==> src/rtl/fpga_hero_pkg.sv <==
// Shared constants, state encoding and helpers for the rhythm-game datapath.
package fpga_hero_pkg;

    localparam int unsigned NUM_LANES = 4;
    localparam int unsigned LANE_W    = 2;

    // Game state encoding (legacy-compatible constants rather than an enum type)
    typedef logic [1:0] state_t;
    localparam state_t IDLE   = 2'd0;
    localparam state_t RUN    = 2'd1;
    localparam state_t PAUSED = 2'd2;

    localparam logic [15:0] SCORE_MAX          = 16'hFFFF;
    localparam logic [7:0]  COMBO_MAX          = 8'hFF;
    localparam logic [7:0]  COMBO_BONUS_THRESH = 8'd8;

    // Number of set bits in a lane vector (at most NUM_LANES, fits in 3 bits)
    function automatic logic [2:0] lane_count(input logic [NUM_LANES-1:0] v);
        logic [2:0] n;
        n = 3'd0;
        for (int i = 0; i < NUM_LANES; i++) begin
            n = n + {2'b00, v[i]};
        end
        return n;
    endfunction

endpackage

==> src/rtl/beat_tick_gen.sv <==
// Beat tick generator: free-running divider that counts only while enabled.
module beat_tick_gen #(
    parameter int unsigned TICK_DIV = 2500000
) (
    input  logic clock,
    input  logic reset,
    input  logic enable,
    input  logic clear,
    output logic tick
);

    localparam int unsigned CW = $clog2(TICK_DIV);
    localparam logic [CW-1:0] LAST = CW'(TICK_DIV - 1);

    logic [CW-1:0] cnt_q;

    assign tick = enable && (cnt_q == LAST);

    // Count 0..TICK_DIV-1 while enabled, hold otherwise; clear restarts the beat
    always_ff @(posedge clock) begin
        if (reset || clear) begin
            cnt_q <= '0;
        end else if (enable) begin
            cnt_q <= (cnt_q == LAST) ? '0 : cnt_q + 1'b1;
        end
    end

endmodule

==> src/rtl/note_field_scroller.sv <==
// Note field scroller: spawns notes from the random source on each beat,
// scrolls them toward the hit row and judges lane button presses.
module note_field_scroller
    import fpga_hero_pkg::*;
#(
    parameter int unsigned DEPTH    = 16,
    parameter int unsigned TICK_DIV = 2500000,
    parameter int unsigned DENSITY  = 64
) (
    input  logic                         clock,
    input  logic                         reset,
    input  logic                         start,
    input  logic                         pause,
    input  logic [6:0]                   rnd,
    input  logic [NUM_LANES-1:0]         buttons,
    output logic [NUM_LANES*DEPTH-1:0]   field,
    output logic                         hit,
    output logic                         miss,
    output logic [15:0]                  score,
    output logic [7:0]                   combo,
    output logic                         running
);

    localparam int unsigned FW = NUM_LANES * DEPTH;

    state_t                 state_q, state_d;
    logic [FW-1:0]          field_q, field_d;
    logic [15:0]            score_q, score_d;
    logic [7:0]             combo_q, combo_d;
    logic [NUM_LANES-1:0]   btn_q;
    logic [LANE_W-1:0]      last_lane_q;
    logic                   spawned_q;
    logic                   hit_q, miss_q;

    logic                   in_run;
    logic                   start_game;
    logic                   tick;
    logic                   spawn;
    logic [LANE_W-1:0]      lane_raw, lane;
    logic [NUM_LANES-1:0]   spawn_row;
    logic [NUM_LANES-1:0]   press, row0, hits, row0_post;
    logic                   wrong;
    logic                   missed;
    logic [2:0]             n_hits;
    logic [3:0]             score_inc;
    logic [16:0]            score_sum;
    logic [7:0]             combo_base;
    logic [8:0]             combo_sum;

    assign in_run     = (state_q == RUN);
    assign start_game = (state_q == IDLE) && start;

    beat_tick_gen #(
        .TICK_DIV (TICK_DIV)
    ) u_tick (
        .clock  (clock),
        .reset  (reset),
        .enable (in_run),
        .clear  (start_game),
        .tick   (tick)
    );

    // Spawn decision and anti-repeat lane selection
    always_comb begin
        spawn     = ({1'b0, rnd} < 8'(DENSITY));
        lane_raw  = rnd[LANE_W-1:0];
        lane      = (spawned_q && (lane_raw == last_lane_q)) ? lane_raw + 1'b1 : lane_raw;
        spawn_row = '0;
        if (spawn) begin
            spawn_row[lane] = 1'b1;
        end
    end

    // Judge rising button edges against the pre-shift hit row
    always_comb begin
        press     = in_run ? (buttons & ~btn_q) : '0;
        row0      = field_q[NUM_LANES-1:0];
        hits      = press & row0;
        wrong     = |(press & ~row0);
        row0_post = row0 & ~hits;
        missed    = tick && (|row0_post);
        n_hits    = lane_count(hits);
    end

    // Game state transitions; only reset leaves RUN/PAUSED
    always_comb begin
        state_d = state_q;
        case (state_q)
            IDLE:    if (start) state_d = RUN;
            RUN:     if (pause) state_d = PAUSED;
            PAUSED:  if (!pause) state_d = RUN;
            default: state_d = IDLE;
        endcase
    end

    // Field scroll, score and combo next-state
    always_comb begin
        field_d    = field_q;
        score_d    = score_q;
        combo_d    = combo_q;
        score_inc  = (combo_q >= COMBO_BONUS_THRESH) ? {n_hits, 1'b0} : {1'b0, n_hits};
        score_sum  = {1'b0, score_q} + 17'(score_inc);
        // A wrong press or a miss clears the combo before this cycle's hits add
        combo_base = (wrong || missed) ? 8'd0 : combo_q;
        combo_sum  = {1'b0, combo_base} + 9'(n_hits);
        if (start_game) begin
            field_d = '0;
            score_d = '0;
            combo_d = '0;
        end else if (in_run) begin
            field_d[NUM_LANES-1:0] = row0_post;
            if (tick) begin
                field_d = {spawn_row, field_q[FW-1:NUM_LANES]};
            end
            score_d = score_sum[16] ? SCORE_MAX : score_sum[15:0];
            combo_d = combo_sum[8] ? COMBO_MAX : combo_sum[7:0];
        end
    end

    // State registers; button history tracks in every state so held presses never re-trigger
    always_ff @(posedge clock) begin
        if (reset) begin
            state_q     <= IDLE;
            field_q     <= '0;
            score_q     <= '0;
            combo_q     <= '0;
            btn_q       <= '0;
            last_lane_q <= '0;
            spawned_q   <= 1'b0;
            hit_q       <= 1'b0;
            miss_q      <= 1'b0;
        end else begin
            state_q <= state_d;
            field_q <= field_d;
            score_q <= score_d;
            combo_q <= combo_d;
            btn_q   <= buttons;
            hit_q   <= |hits;
            miss_q  <= missed;
            if (tick) begin
                last_lane_q <= lane;
                spawned_q   <= spawn;
            end
        end
    end

    assign field   = field_q;
    assign hit     = hit_q;
    assign miss    = miss_q;
    assign score   = score_q;
    assign combo   = combo_q;
    assign running = in_run;

endmodule

==> config.mk <==
export PLATFORM = sky130hd
export DESIGN_NAME = note_field_scroller
export DESIGN_NICKNAME = d
export VERILOG_FILES = /design/src/rtl/fpga_hero_pkg.sv /design/src/rtl/beat_tick_gen.sv /design/src/rtl/note_field_scroller.sv
export SDC_FILE = /design/constraint.sdc
export NUM_CORES = 1
export LEC_CHECK = 0
export BUFFER_PORTS_ARGS = -buffer_cell sky130_fd_sc_hd__buf_2
export CAP_MARGIN = 20
export CORE_ASPECT_RATIO = 0.6
export CORE_MARGIN = 2
export CORE_UTILIZATION = 50
export DETAILED_ROUTE_END_ITERATION = 12
export PLACE_DENSITY = 0.76
export SLEW_MARGIN = 20
export SYNTH_ARGS = -nofsm -noshare
export SYNTH_HDL_FRONTEND = slang
export SYNTH_SLANG_ARGS = --single-unit
export TNS_END_PERCENT = 50
==> constraint.sdc <==
create_clock -name clock -period 4.4 [get_ports clock]
set_input_delay 0.22 -clock clock [delete_from_list [all_inputs] [get_ports clock]]
set_output_delay 0.22 -clock clock [all_outputs]
set_load 0.03 [all_outputs]
==> key figures <==
Pwr
  • Net Switching: roughly 0.6 mW
  • Maximum vdd drop: around 0.00030 V
  • Sequential group share of total power: 42.0%
  • PD cells: between 400 and 500 mW/mm^2
  • Internal power: 2.045 mW
  • Comb pwr share: 4.3%
  • Sw Ratio: between 20% and 30%
  • Leak: around 2.6 nW
  • Clock power share: 53.7%

Synth
  • Post-synth EDFFs: 0
  • Unique cell type count in the Yosys netlist: 49
  • FF+latch count, synth: around 120
  • Syn Nets: 677
  • Post-Synthesis Cell Area: ~0.0053 sq mm
  • Synth Warn #: 0
  • Dominant synthesized flop cell: dfxtp_1
  • Sequential-to-total area share from yosys stat: 45.54%
  • Post-synthesis cell count: approximately 650
  • Mapped Avg Cell Area: 8.208 sq um
  • Synth async-reset ratio: 0%

Worst setup path
  • CP max FO: 6
  • Crit path required time: 4.73 ns
  • Worst reg2reg path startpoint: state_q[1]$_SDFFE_PP0P_
  • Crit path from: state_q[1]$_SDFFE_PP0P_
  • Crit path max-delay family: adder cells
  • Slowest stage cell, crit path: or4bb_1
  • CP max stage delay: 0.58 ns
  • CP Capture Type: flip-flop
  • Critical path launch point type: flip-flop
  • R2R depth: 13
  • CP arrival: 4.43 ns
  • Worst path depth: 13
  • Worst-path cell chain: or4bb_1, nor2_1, fa_1, ha_1, ha_1, mux2_2, inv_1, fa_1, nor2b_1, o21ai_0, a2111o_1, and4_1, a211oi_1
  • WS Path Type: flip-flop to flip-flop
  • Worst Path Buf+Inv: 1

Timing
  • Final worst setup slack: 0.2992 ns
  • Final min period: around 4 ns
  • Period utilisation layout: a little over 90%
  • Setup TNS: 0 ns
  • Fmax: 243.9 MHz
  • Worst-margin pin slew: roughly 1 ns
  • Max Slew Vio Count: 0
  • Skew final: 0.02213 ns
  • RSZ-0062 raised after global routing: no
  • Final hold violation count: 0
  • Slew headroom: 33.96%
  • Final setup fails: 0

Route
  • DR WL met3: 828 um
  • Initial detailed-routing violation count: 321
  • DRT Pass-1 Iters: 6
  • Routed len/inst: approximately 15 um
  • Post-route ant nets: 0
  • Met2 wire length: between 5000 and 6000 um
  • DRC Markers: 0
  • DR vias/cell: 5.470
  • Vias: 4901
  • Top routing layer in use: met5
  • Wl on met1: between 6000 and 7000 um
  • Routed WL: 13350 um

CTS
  • CTS Buffer Depth: 2
  • Number of CTS-inserted buffers: 17
  • Hold buffers post-CTS: 0
  • Clock sink count: 121
  • Post-cts resize count: 0
  • Clk pin slew, worst setup/hold paths: 0.06 ns
  • CTS tree: yes
  • Depth of the CTS H-tree: 4
  • Root Driver: clkbuf_16
  • Post-CTS Setup Inserts: 0
  • Worst-Skew Late Latency: 0.42 ns

Floorplanning
  • Placement row count: 29
  • DIE AREA: 0.01151 sq mm
  • Die Height: 83.89 um
  • Ports: between 100 and 150
  • Initial Util: 50.90%
  • Die width: 137.2 um
  • Core Area: ~0.010 sq mm

Place
  • Post-DP HPWL: 9222 um
  • Placed cells: 864
  • GP Congestion: 0.9300
  • PortBufs: 101
  • Worst slack, placed: between 0.3 and 0.4 ns

Global routing
  • Largest net degree at the start of global routing: 64
  • First-pass GRT wire length: 21710 um
  • GRT Util Overall: 23.73%
  • Vias in the first global route: 4479
  • Initial antenna violation count: 1
  • Gr ovfl total: 0

Layout
  • P&R area growth vs syn: 23.29%
  • Nets: 773
  • Share of layout cells above drive strength 1: 20.48%
  • Utilization after layout: around 63%
  • Layout Cells excl Fill: 896
  • Storage element area: between 0.002 and 0.0025 sq mm
  • Area occupied by multi-input gates: about 0.0027 sq mm
  • ANT cells: 0
  • Filler cells: 900

Worst hold path
  • Worst Hold Class: input port to flip-flop
  • WHS Path Cells: 2
  • Worst Min Path Start: buttons[3]

Outcome
  • Status: complete, no violations

Flow run
  • Max-Cap Viols: 0
==> per-layer routing <==
layer / track usage, % / vias to the layer above
met5: 0 / -
met4: 7.873 / 2
met3: 6.132 / 13
met2: 35.05 / 147
met1: 33.60 / 2309
li1: - / 2430
==> worst register-to-register path, delay by kind of cell, from the launching register on <==
kind | cells | cell delay [ns]
AOI/OAI and AO/OA | 3 | 0.78
adders and majority gates | 4 | 1.45
buffers and inverters | 1 | 0.05
DFF | 1 | 0.35
muxes | 1 | 0.19
and+or+nand+nor | 4 | 1.20
==> registers in the layout (all words and copies together), names as in the netlist <==
signal        flops
state_q           2
hit               1
field            64
spawned_q         1
score            16
last_lane_q       2
combo             8
miss              1
btn_q             4
u_tick.cnt_q     22
==> power by group through the flow <==
stage                     registers, mW  clock network, mW  logic (mW)
final                              1.11               1.42       0.115
after global routing               1.11               1.49       0.125
after CTS                          1.11               1.44       0.113
after detailed placement           1.13                  0       0.112
after global placement             1.13                  0       0.109
after floorplan                    1.14                  0      0.0706
==> cells by family after synthesis <==
family	synth area share (%)
flops	45.54
mux	0.7998
xor+xnor	5.763
simple gates	27.85
buf+inv	3.387
compound gates	12.94
fa+ha+maj	3.717
==> metrics by stage <==
stage          power (mW)  area (sq um)  hold WS, ns
6_report            2.645          6558      0.04078
5_1_grt             2.729          6558      0.02908
4_1_cts             2.660          6548      0.02288
3_5_place_dp        1.246          5936       0.4504
3_3_place_gp        1.243          5936       0.4462
2_1_floorplan       1.211          5320       0.2916
==> layout by cell type, fill, tap and decap left out, types with 3 or more instances in the layout <==
cell	count
a211oi_1	5
a21oi_1	86
a31oi_1	3
and2_1	3
and3_1	9
and4_1	4
buf_2	101
buf_4	10
bufinv_16	3
clkbuf_16	17
clkinv_4	3
clkinvlp_4	5
dfxtp_1	121
fa_1	3
ha_1	11
inv_1	11
nand2_1	147
nand2b_1	5
nand3_1	21
nand4_1	14
nand4b_1	4
nor2_1	50
nor2b_1	8
nor3_1	11
nor4_1	4
o21ai_0	11
o22ai_1	6
or2_2	4
or4bb_1	5
xnor2_1	9
xor2_1	26
==> cells in the mapped netlist (8+ instances only) <==
cell type / n / area share [%]
a21oi_1: 86 / 8.1
and3_1: 10 / 1.2
buf_2: 9 / 0.85
clkbuf_1: 24 / 1.7
dfxtp_1: 121 / 46
ha_1: 11 / 2.6
inv_1: 11 / 0.78
nand2_1: 147 / 10
nand3_1: 21 / 2.0
nand4_1: 14 / 1.6
nor2_1: 50 / 3.5
nor2b_1: 8 / 0.94
nor3_1: 11 / 1.0
o21ai_0: 11 / 1.0
xnor2_1: 9 / 1.5
xor2_1: 26 / 4.3
==> layout make-up <==
type	count	area share, %
flip-flops and latches	121	36.94
inverters	11	0.6297
repair buffers	111	8.853
multi-input cells	482	41.60
well taps	139	2.652
clock buffers	18	6.697
clock inverters	14	2.633
==> path summary, 6_finish.rpt <==
kind	to	slack [ns]
worst max-delay path	score[15]$_SDFFE_PP0P_	0.30
worst min-delay path	btn_q[3]$_SDFF_PP0_	0.04
worst max register to register	score[15]$_SDFFE_PP0P_	0.30
worst min register to register	field[44]$_SDFFE_PP0P_	0.46
(Power assumes the default switching activity.)
